**config.mk**
```make
export PLATFORM = sky130hd
export DESIGN_NAME = audio_preprocessor_mc_flat
export DESIGN_NICKNAME = d
export VERILOG_FILES = /design/src/rtl/audio_preprocessor_mc_pkg.sv /design/src/rtl/audio_preprocessor_mc_if.sv /design/src/rtl/audio_preprocessor_mc_mac.sv /design/src/rtl/audio_preprocessor_mc.sv /design/src/flat_wrapper.sv
export SDC_FILE = /design/constraint.sdc
export NUM_CORES = 1
export LEC_CHECK = 0
export BUFFER_PORTS_ARGS = -buffer_cell sky130_fd_sc_hd__buf_2
export CELL_PAD_IN_SITES_DETAIL_PLACEMENT = 1
export CELL_PAD_IN_SITES_GLOBAL_PLACEMENT = 2
export CORE_ASPECT_RATIO = 1.2
export CORE_MARGIN = 3
export CORE_UTILIZATION = 40
export CTS_CLUSTER_DIAMETER = 60
export DETAILED_ROUTE_END_ITERATION = 8
export PLACE_DENSITY = 0.78
export SLEW_MARGIN = 0
export SYNTH_ARGS = -nofsm -noshare
export SYNTH_HDL_FRONTEND = slang
export SYNTH_SLANG_ARGS = --single-unit
```
**constraint.sdc**
```tcl
create_clock -name clk -period 20.5 [get_ports clk]
set_clock_uncertainty 0.05 [all_clocks]
set_input_delay 4.1 -clock clk [delete_from_list [all_inputs] [get_ports clk]]
set_output_delay 4.1 -clock clk [all_outputs]
set_load 0.03 [all_outputs]
```
**src/rtl/audio_preprocessor_mc_pkg.sv**
```systemverilog
// Shared types and arithmetic helpers for the multi-channel audio pre-processor.
// Latency: n/a (package only).
// Backpressure: n/a (package only).
//
// Holds the filter mode enum, the control FSM state enum, the per-mode
// coefficient function and the width helpers used by the MAC datapath.
package audio_pre_pkg;

    typedef enum logic [1:0] {
        BASS   = 2'd0,
        TREBLE = 2'd1,
        VOICE  = 2'd2,
        BYPASS = 2'd3
    } mode_e;

    typedef enum logic [1:0] {
        S_IDLE = 2'd0,
        S_LOAD = 2'd1,
        S_MAC  = 2'd2,
        S_OUT  = 2'd3
    } state_e;

    localparam int DATA_W_DEF = 16;
    localparam int COEF_W_DEF = 16;

    // Accumulator must hold TAPS full-width products without overflow.
    function automatic int acc_width(int data_w, int coef_w, int taps);
        return data_w + coef_w + $clog2(taps);
    endfunction

    // Coefficients are Q1.(COEF_W-1), so dropping COEF_W-1 bits returns to sample scale.
    function automatic int round_shift(int coef_w);
        return coef_w - 1;
    endfunction

    // Adding half an output LSB before the arithmetic shift gives round-half-up.
    function automatic int round_half(int coef_w);
        return 1 << (coef_w - 2);
    endfunction

    // h[tap] for the selected mode; 0.5 in Q1.15 is 16384.
    function automatic int coef(mode_e mode, int tap, int taps, int coef_w);
        int h;
        h = 0;
        case (mode)
            BASS:    h = (1 << (coef_w - 1)) / taps;
            TREBLE:  h = (tap == 0) ?  (1 << (coef_w - 2)) :
                         (tap == 1) ? -(1 << (coef_w - 2)) : 0;
            VOICE:   h = (tap == 0) ?  (1 << (coef_w - 2)) :
                         (tap == 2) ? -(1 << (coef_w - 2)) : 0;
            default: h = 0;
        endcase
        return h;
    endfunction

endpackage

```
**src/rtl/audio_preprocessor_mc_if.sv**
```systemverilog
// Sample-in / result-out handshake bundle of the audio pre-processor.
// Latency: n/a (wires only).
// Backpressure: in_ready throttles the source, out_ready throttles the block.
//
// master = source/sink side, slave = the pre-processor itself.
interface audio_preprocessor_mc_if #(
    parameter int DATA_W = 16,
    parameter int CHAN_W = 1
);
    logic              in_valid;
    logic              in_ready;
    logic [DATA_W-1:0] in_data;
    logic              out_valid;
    logic              out_ready;
    logic [DATA_W-1:0] out_data;
    logic [CHAN_W-1:0] out_chan;
    logic              out_clip;

    modport master (
        output in_valid, in_data, out_ready,
        input  in_ready, out_valid, out_data, out_chan, out_clip
    );

    modport slave (
        input  in_valid, in_data, out_ready,
        output in_ready, out_valid, out_data, out_chan, out_clip
    );
endinterface

```
**src/rtl/audio_preprocessor_mc_mac.sv**
```systemverilog
// Serial signed MAC with clear, accumulate and round/saturate result register.
// Latency: result registered on the edge that accumulates the last tap.
// Backpressure: none; result/clip hold until the next 'last' cycle.
//
// Ports: clk, rst (sync, active-high), clear, acc_en, last, pass/pass_data
// (bypass path), x/h (sample and coefficient for this tap), res, clip.
module audio_mac
    import audio_pre_pkg::*;
#(
    parameter int DATA_W = 16,
    parameter int COEF_W = 16,
    parameter int TAPS   = 8
) (
    input  logic                     clk,
    input  logic                     rst,
    input  logic                     clear,
    input  logic                     acc_en,
    input  logic                     last,
    input  logic                     pass,
    input  logic signed [DATA_W-1:0] pass_data,
    input  logic signed [DATA_W-1:0] x,
    input  logic signed [COEF_W-1:0] h,
    output logic signed [DATA_W-1:0] res,
    output logic                     clip
);
    localparam int ACC_W = acc_width(DATA_W, COEF_W, TAPS);
    localparam int RSH   = round_shift(COEF_W);
    localparam logic signed [ACC_W:0] HALF    = (ACC_W+1)'(round_half(COEF_W));
    localparam logic signed [ACC_W:0] SAT_MAX = (ACC_W+1)'((2**(DATA_W-1)) - 1);
    localparam logic signed [ACC_W:0] SAT_MIN = ~SAT_MAX;

    logic signed [DATA_W+COEF_W-1:0] prod;
    logic signed [ACC_W-1:0]         acc;
    logic signed [ACC_W-1:0]         sum;
    logic signed [ACC_W:0]           rnd;
    logic signed [ACC_W:0]           shifted;

    // One extra bit on the rounding path so adding HALF can never wrap.
    always_comb begin
        prod    = x * h;
        sum     = acc + ACC_W'(prod);
        rnd     = (ACC_W+1)'(sum) + HALF;
        shifted = rnd >>> RSH;
    end

    always_ff @(posedge clk) begin
        if (rst) begin
            acc  <= '0;
            res  <= '0;
            clip <= 1'b0;
        end else if (clear) begin
            acc <= '0;
        end else if (acc_en) begin
            acc <= sum;
            if (last) begin
                if (pass) begin
                    res  <= pass_data;
                    clip <= 1'b0;
                end else if (shifted > SAT_MAX) begin
                    res  <= SAT_MAX[DATA_W-1:0];
                    clip <= 1'b1;
                end else if (shifted < SAT_MIN) begin
                    res  <= SAT_MIN[DATA_W-1:0];
                    clip <= 1'b1;
                end else begin
                    res  <= shifted[DATA_W-1:0];
                    clip <= 1'b0;
                end
            end
        end
    end

endmodule

```
**src/rtl/audio_preprocessor_mc.sv**
```systemverilog
// Multi-channel FIR pre-processor: per-channel delay lines, 4 modes, serial MAC.
// Latency: out_valid after LOAD + TAPS MAC cycles; one sample per TAPS+3 cycles.
// Backpressure: one sample in flight; in_ready only in IDLE, OUT holds until out_ready.
//
// Ports: clk, rst (sync, active-high), filter_sel (mode, latched at channel 0),
// bus (slave: in_valid/in_ready/in_data, out_valid/out_ready/out_data/out_chan/out_clip).
module audio_preprocessor_mc
    import audio_pre_pkg::*;
#(
    parameter int DATA_W   = 16,
    parameter int COEF_W   = 16,
    parameter int CHANNELS = 2,
    parameter int TAPS     = 8
) (
    input  logic       clk,
    input  logic       rst,
    input  logic [1:0] filter_sel,
    audio_preprocessor_mc_if.slave bus
);
    localparam int CHAN_W = (CHANNELS > 1) ? $clog2(CHANNELS) : 1;
    localparam int TAP_W  = $clog2(TAPS);

    state_e                    state;
    mode_e                     mode_q;
    logic [CHAN_W-1:0]         chan_cnt;
    logic [CHAN_W-1:0]         cur_chan;
    logic [CHAN_W-1:0]         out_chan_q;
    logic [TAP_W-1:0]          tap_cnt;
    logic signed [DATA_W-1:0]  sample_q;
    logic signed [DATA_W-1:0]  dl [CHANNELS][TAPS];
    logic                      out_valid_q;

    logic                      accept;
    logic                      mac_clear;
    logic                      mac_en;
    logic                      mac_last;
    logic signed [COEF_W-1:0]  h_cur;
    logic signed [DATA_W-1:0]  x_cur;
    logic signed [DATA_W-1:0]  mac_res;
    logic                      mac_clip;

    // Gated by rst so the source sees not-ready for the whole reset pulse,
    // yet ready in the very first cycle after it.
    assign bus.in_ready  = (state == S_IDLE) && !rst;
    assign accept        = bus.in_valid && bus.in_ready;

    assign bus.out_valid = out_valid_q;
    assign bus.out_data  = mac_res;
    assign bus.out_chan  = out_chan_q;
    assign bus.out_clip  = mac_clip;

    always_comb begin
        mac_clear = (state == S_LOAD);
        mac_en    = (state == S_MAC);
        mac_last  = mac_en && (tap_cnt == TAP_W'(TAPS - 1));
        h_cur     = COEF_W'(coef(mode_q, int'(tap_cnt), TAPS, COEF_W));
        x_cur     = dl[cur_chan][tap_cnt];
    end

    always_ff @(posedge clk) begin
        if (rst) begin
            state       <= S_IDLE;
            mode_q      <= BASS;
            chan_cnt    <= '0;
            cur_chan    <= '0;
            out_chan_q  <= '0;
            tap_cnt     <= '0;
            sample_q    <= '0;
            out_valid_q <= 1'b0;
            for (int c = 0; c < CHANNELS; c++) begin
                for (int k = 0; k < TAPS; k++) begin
                    dl[c][k] <= '0;
                end
            end
        end else begin
            case (state)
                S_IDLE: begin
                    if (accept) begin
                        sample_q <= bus.in_data;
                        cur_chan <= chan_cnt;
                        // Mode is frame-wide: only channel 0 may change it.
                        if (chan_cnt == '0) begin
                            mode_q <= mode_e'(filter_sel);
                        end
                        if (chan_cnt == CHAN_W'(CHANNELS - 1)) begin
                            chan_cnt <= '0;
                        end else begin
                            chan_cnt <= chan_cnt + 1'b1;
                        end
                        state <= S_LOAD;
                    end
                end
                S_LOAD: begin
                    for (int k = TAPS - 1; k > 0; k--) begin
                        dl[cur_chan][k] <= dl[cur_chan][k-1];
                    end
                    dl[cur_chan][0] <= sample_q;
                    tap_cnt         <= '0;
                    state           <= S_MAC;
                end
                S_MAC: begin
                    if (mac_last) begin
                        out_chan_q  <= cur_chan;
                        out_valid_q <= 1'b1;
                        state       <= S_OUT;
                    end else begin
                        tap_cnt <= tap_cnt + 1'b1;
                    end
                end
                S_OUT: begin
                    if (bus.out_ready) begin
                        out_valid_q <= 1'b0;
                        state       <= S_IDLE;
                    end
                end
                default: state <= S_IDLE;
            endcase
        end
    end

    // Bypass still runs the full MAC sequence so latency is mode-independent.
    audio_mac #(
        .DATA_W (DATA_W),
        .COEF_W (COEF_W),
        .TAPS   (TAPS)
    ) u_mac (
        .clk       (clk),
        .rst       (rst),
        .clear     (mac_clear),
        .acc_en    (mac_en),
        .last      (mac_last),
        .pass      (mode_q == BYPASS),
        .pass_data (dl[cur_chan][0]),
        .x         (x_cur),
        .h         (h_cur),
        .res       (mac_res),
        .clip      (mac_clip)
    );

endmodule
```
**src/flat_wrapper.sv**
```systemverilog
// flat-port wrapper written by rule: the top's interface ports become plain ports
module audio_preprocessor_mc_flat import audio_pre_pkg::*;
#(
    parameter int DATA_W   = 16,
    parameter int COEF_W   = 16,
    parameter int CHANNELS = 2,
    parameter int TAPS     = 8
)
  (clk, rst, filter_sel, bus_in_valid, bus_in_data, bus_out_ready, bus_in_ready, bus_out_valid, bus_out_data, bus_out_chan, bus_out_clip);
  audio_preprocessor_mc_if #(.DATA_W(DATA_W)) bus_i ();
  input  logic clk;
  input  logic rst;
  input  logic [1:0] filter_sel;
  input wire logic [$bits(bus_i.in_valid)-1:0] bus_in_valid;
  input wire logic [$bits(bus_i.in_data)-1:0] bus_in_data;
  input wire logic [$bits(bus_i.out_ready)-1:0] bus_out_ready;
  output wire logic [$bits(bus_i.in_ready)-1:0] bus_in_ready;
  output wire logic [$bits(bus_i.out_valid)-1:0] bus_out_valid;
  output wire logic [$bits(bus_i.out_data)-1:0] bus_out_data;
  output wire logic [$bits(bus_i.out_chan)-1:0] bus_out_chan;
  output wire logic [$bits(bus_i.out_clip)-1:0] bus_out_clip;
  assign bus_i.in_valid = bus_in_valid;
  assign bus_i.in_data = bus_in_data;
  assign bus_i.out_ready = bus_out_ready;
  assign bus_in_ready = bus_i.in_ready;
  assign bus_out_valid = bus_i.out_valid;
  assign bus_out_data = bus_i.out_data;
  assign bus_out_chan = bus_i.out_chan;
  assign bus_out_clip = bus_i.out_clip;
  audio_preprocessor_mc #(.DATA_W(DATA_W), .COEF_W(COEF_W), .CHANNELS(CHANNELS), .TAPS(TAPS)) u_core (.clk(clk), .rst(rst), .filter_sel(filter_sel), .bus(bus_i));
endmodule
```
==> flow_metrics.py <==
metrics = {
    "run_status": {
        "run_status": "finished, final reports clean",
    },
    "global_route": {
        "wire_length_of_the_first_global_routing_pass_um": 72200,
        "busiest_layer": "met2",
        "grt_start_max_net_pins": 84,
        "grtUsageTotal_pct": 18.8,
        "grt_antenna_before_repair": 1,
        "grtUsageMet3_pct": 2.28,
        "grt-ovfl-total": 0,
        "grtUsageMet2_pct": 34.6,
        "met1_usage_grt_pct": 23.5,
        "vias_in_the_first_global_route": 12700,
    },
    "drt": {
        "detailed_routing_iteration_count_for_the_pre_antenna_repair_pass": 5,
        "via_count": 12000,
        "drt-total-wl_um": 45500,
        "detail_route.vias_per_cell": 5.34,
        "route.detailed.wl_per_inst_um": 20.3,
        "drt_iter0_markers": 505,
        "drtAntennaViolNets": 0,
        "drc_errors": 0,
    },
    "timing": {
        "final-setup-viol-count": 0,
        "fmax_mhz": 102,
        "finalWorstSetupSlack_ns": 10.67,
        "tns_ns": 0,
        "finalCritPeriodShare_pct": 47.9,
        "max_slew_violation_count": 0,
        "worst_slew_pin_slew_ns": 1.22,
        "finalHoldViolCount": 0,
        "period_needed_ns": 9.83,
        "maxSlewHeadroom_pct": 18.9,
        "rsz0062_at_grt": "false",
    },
    "setup_path": {
        "worst-endpoint-required_ns": 20.88,
        "worst_path_most_repeated_cell": "sky130_fd_sc_hd__ha_1",
        "worst-r2r-setup-slack_ns": 10.67,
        "setup.worst_path.start_class": "flip-flop",
        "timing_worst_setup_path_type": "flip-flop to flip-flop",
        "timing.reg2reg.worst_path_depth": 25,
        "cp_data_arrival_time_ns": 10.21,
        "crit-reg2reg-capture": "u_core.u_mac.clip",
        "critical-path-slowest-cell": "sky130_fd_sc_hd__dfxtp_4",
        "crit_fanout": 47,
        "critical_path.max_stage_delay_ns": 0.88,
        "setup.worst_path.end_class": "flip-flop",
    },
    "clock_tree": {
        "cts.repair_timing.setup_buffer_count": 0,
        "cts_num_sinks": 324,
        "cts_made_buffers": 38,
        "ctsRootBufferMaster": "sky130_fd_sc_hd__clkbuf_16",
        "holdBufCountCts": 0,
        "clk-insertion-delay-late_ns": 0.54,
        "cts_tree": "built",
        "cts_repair_resizes": 0,
        "cts_max_level": 2,
        "cts.reportedPaths.clkPinSlew_ns": 0.06,
        "clock_path_buffers": 3,
    },
    "synthesis": {
        "synth.ff_latch_count": 324,
        "synth_flop_cell": "sky130_fd_sc_hd__edfxtp_1",
        "synth.lib_cells_used.distinct": 76,
        "synth-edff-count": 256,
        "synth_async_sr_flop_share_pct": 0,
        "syn-num-nets": 1770,
        "synthesis.yosys.warnings": 0,
        "synth_area_um2": 18300,
        "ys_seq_area_share_pct": 49.3,
        "netlist_instances": 1600,
        "synth.avg_cell_area_um2": 11.5,
    },
    "worst_hold_path": {
        "holdPathStages": 2,
        "min-delay-start": "u_core.bus.out_chan",
        "hp-class": "flip-flop to flip-flop",
        "min_to": "u_core.bus.out_chan",
    },
    "finish": {
        "fill_cells": 4886,
        "area_growth_pct": 10.9,
        "net_total_in_the_final_layout": 1779,
        "layout-drive-gt1-share_pct": 12.0,
        "final_core_occ_pct": 45.1,
        "final_cells": 2248,
        "layout.cells.most_common_list": "sky130_fd_sc_hd__nor2_1, sky130_fd_sc_hd__edfxtp_1, sky130_fd_sc_hd__mux2i_1",
        "layout.cells.most_common": "sky130_fd_sc_hd__nor2_1",
    },
    "floorplan": {
        "floorplan.initialDensity_pct": 40.7,
        "die_y_um": 241,
        "rows": 85,
        "design.core.area_um2": 45100,
        "num_io_pins": 42,
        "die-width_um": 201,
        "design.die.area_um2": 48500,
    },
    "job": {
        "max_cap_viol": 0,
    },
    "placed_design": {
        "place_congestion": 0.794,
        "placed_instances": 2178,
        "setup_slack_placement_ns": 10.73,
        "hpwl_after_detailed_placement_um": 30700,
        "buffer_ports.inserted": 41,
    },
    "pwr": {
        "fin_total_pwr_w": 0.00220,
        "p_per_area_nw_per_um2": 108,
        "vdd_drop_max_uv": 69.1,
        "power.static_leakage_nw": 7.76,
    },
}
-- registers in the layout, summed over array words and instances, names as in the netlist, named ones only --
signal                flops
u_core.cur_chan           1
u_core.tap_cnt            3
u_core.bus.out_valid      1
u_core.chan_cnt           1
u_core.u_mac.acc         23
u_core.dl               256
u_core.u_mac.clip         1
u_core.bus.out_chan       1
u_core.mode_q             2
u_core.sample_q          16
u_core.state              2
u_core.u_mac.res         16
-- where the power goes --
group / internal, W / leakage [nW] / switching [W]
sequential: 0.000808 / 3.21 / 0.0000324
clock: 0.000390 / 0.589 / 0.000270
combinational: 0.000240 / 3.96 / 0.000463
total: 0.00144 / 7.76 / 0.000766
-- synthesized netlist by cell type (3+ instances only) --
cell | number | area, µm²
sky130_fd_sc_hd__nor2_1 | 295 | 1110
sky130_fd_sc_hd__edfxtp_1 | 256 | 7690
sky130_fd_sc_hd__mux2i_1 | 165 | 1650
sky130_fd_sc_hd__ha_1 | 112 | 1400
sky130_fd_sc_hd__inv_1 | 90 | 338
sky130_fd_sc_hd__nand2_1 | 69 | 259
sky130_fd_sc_hd__clkbuf_1 | 68 | 255
sky130_fd_sc_hd__dfxtp_1 | 68 | 1360
sky130_fd_sc_hd__and2_1 | 54 | 338
sky130_fd_sc_hd__a21oi_1 | 47 | 235
sky130_fd_sc_hd__fa_1 | 36 | 721
sky130_fd_sc_hd__mux4_2 | 32 | 721
sky130_fd_sc_hd__o21ai_0 | 32 | 160
sky130_fd_sc_hd__nand2b_1 | 22 | 138
sky130_fd_sc_hd__and3_1 | 21 | 131
sky130_fd_sc_hd__xnor2_1 | 19 | 166
sky130_fd_sc_hd__nand3_1 | 18 | 90.1
sky130_fd_sc_hd__a211oi_1 | 16 | 120
sky130_fd_sc_hd__buf_1 | 16 | 60.1
sky130_fd_sc_hd__o21ai_1 | 15 | 75.1
sky130_fd_sc_hd__nor3_1 | 12 | 60.1
sky130_fd_sc_hd__a21o_1 | 9 | 67.6
sky130_fd_sc_hd__buf_2 | 9 | 45.0
sky130_fd_sc_hd__nand4_1 | 8 | 50.1
sky130_fd_sc_hd__a22oi_1 | 7 | 52.6
sky130_fd_sc_hd__nor2b_1 | 6 | 37.5
sky130_fd_sc_hd__xor2_1 | 6 | 52.6
sky130_fd_sc_hd__a31oi_1 | 5 | 31.3
sky130_fd_sc_hd__o211ai_1 | 5 | 37.5
sky130_fd_sc_hd__o211ai_2 | 5 | 62.6
sky130_fd_sc_hd__nor4_1 | 4 | 25.0
sky130_fd_sc_hd__o21bai_1 | 4 | 30.0
sky130_fd_sc_hd__or2_2 | 4 | 25.0
sky130_fd_sc_hd__or3_1 | 4 | 25.0
sky130_fd_sc_hd__a211o_1 | 3 | 26.3
sky130_fd_sc_hd__and4_1 | 3 | 26.3
sky130_fd_sc_hd__buf_6 | 3 | 33.8
sky130_fd_sc_hd__o2111ai_1 | 3 | 26.3
sky130_fd_sc_hd__xnor2_2 | 3 | 48.8
-- worst max-delay path, delay by kind of cell, from the launching register on --
kind,cells,cell delay (ns)
xor gates and xnor gates,1,0.21
DFF,1,0.88
adders and majority gates,7,2.70
buffers and inverters,4,1.61
AOI/OAI and AO/OA,6,2.35
muxes,3,1.05
and+or+nand+nor,4,0.71
-- through the flow --
stage / hold WS [ns] / area (µm²)
2_1_floorplan: 0.403 / 18300
3_3_place_gp: 0.387 / 19100
4_1_cts: 0.418 / 20300
6_report: 0.414 / 20300
5_1_grt: 0.445 / 20300
3_5_place_dp: 0.405 / 19100
-- cells by family after synthesis --
group / Yosys count / synth area share, %
DFF: 324 / 49.3
xor gates and xnor gates: 28 / 1.46
muxes: 199 / 13.1
AOI/OAI and AO/OA: 180 / 7.24
and+or+nand+nor: 531 / 13.2
buffers and inverters: 190 / 4.11
adders and majority gates: 148 / 11.6
-- routing by layer --
layer	up-vias	wire length (µm)
met1	6078	19700
met2	152	23500
li1	5708	-
met5	-	0
met4	0	1140
met3	58	1180
-- layout make-up --
class | count | area, µm² | area share, %
Antenna cell | 1 | 2.50 | 0.0123
Clock buffer | 53 | 1070 | 5.25
Clock inverter | 16 | 143 | 0.701
Inverter | 92 | 345 | 1.70
Multi-Input combinational cell | 1086 | 8570 | 42.1
Sequential cell | 324 | 9050 | 44.5
Tap cell | 609 | 762 | 3.74
Timing Repair Buffer | 67 | 400 | 1.97
-- worst max-delay path by stage --
stage / depth (start not counted) / endpoint / slack, ns / from
6_report: 25 / u_core.u_mac.clip / 10.67 / flip-flop
5_1_grt: 24 / u_core.u_mac.clip / 10.07 / flip-flop
4_1_cts: 23 / u_core.u_mac.clip / 10.67 / flip-flop
3_5_place_dp: 23 / u_core.u_mac.clip / 10.73 / flip-flop
3_3_place_gp: 23 / u_core.u_mac.clip / 10.90 / flip-flop
2_1_floorplan: 2 / bus_in_ready / 11.60 / rst
No activity file was read; power rests on OpenSTA's default activity.
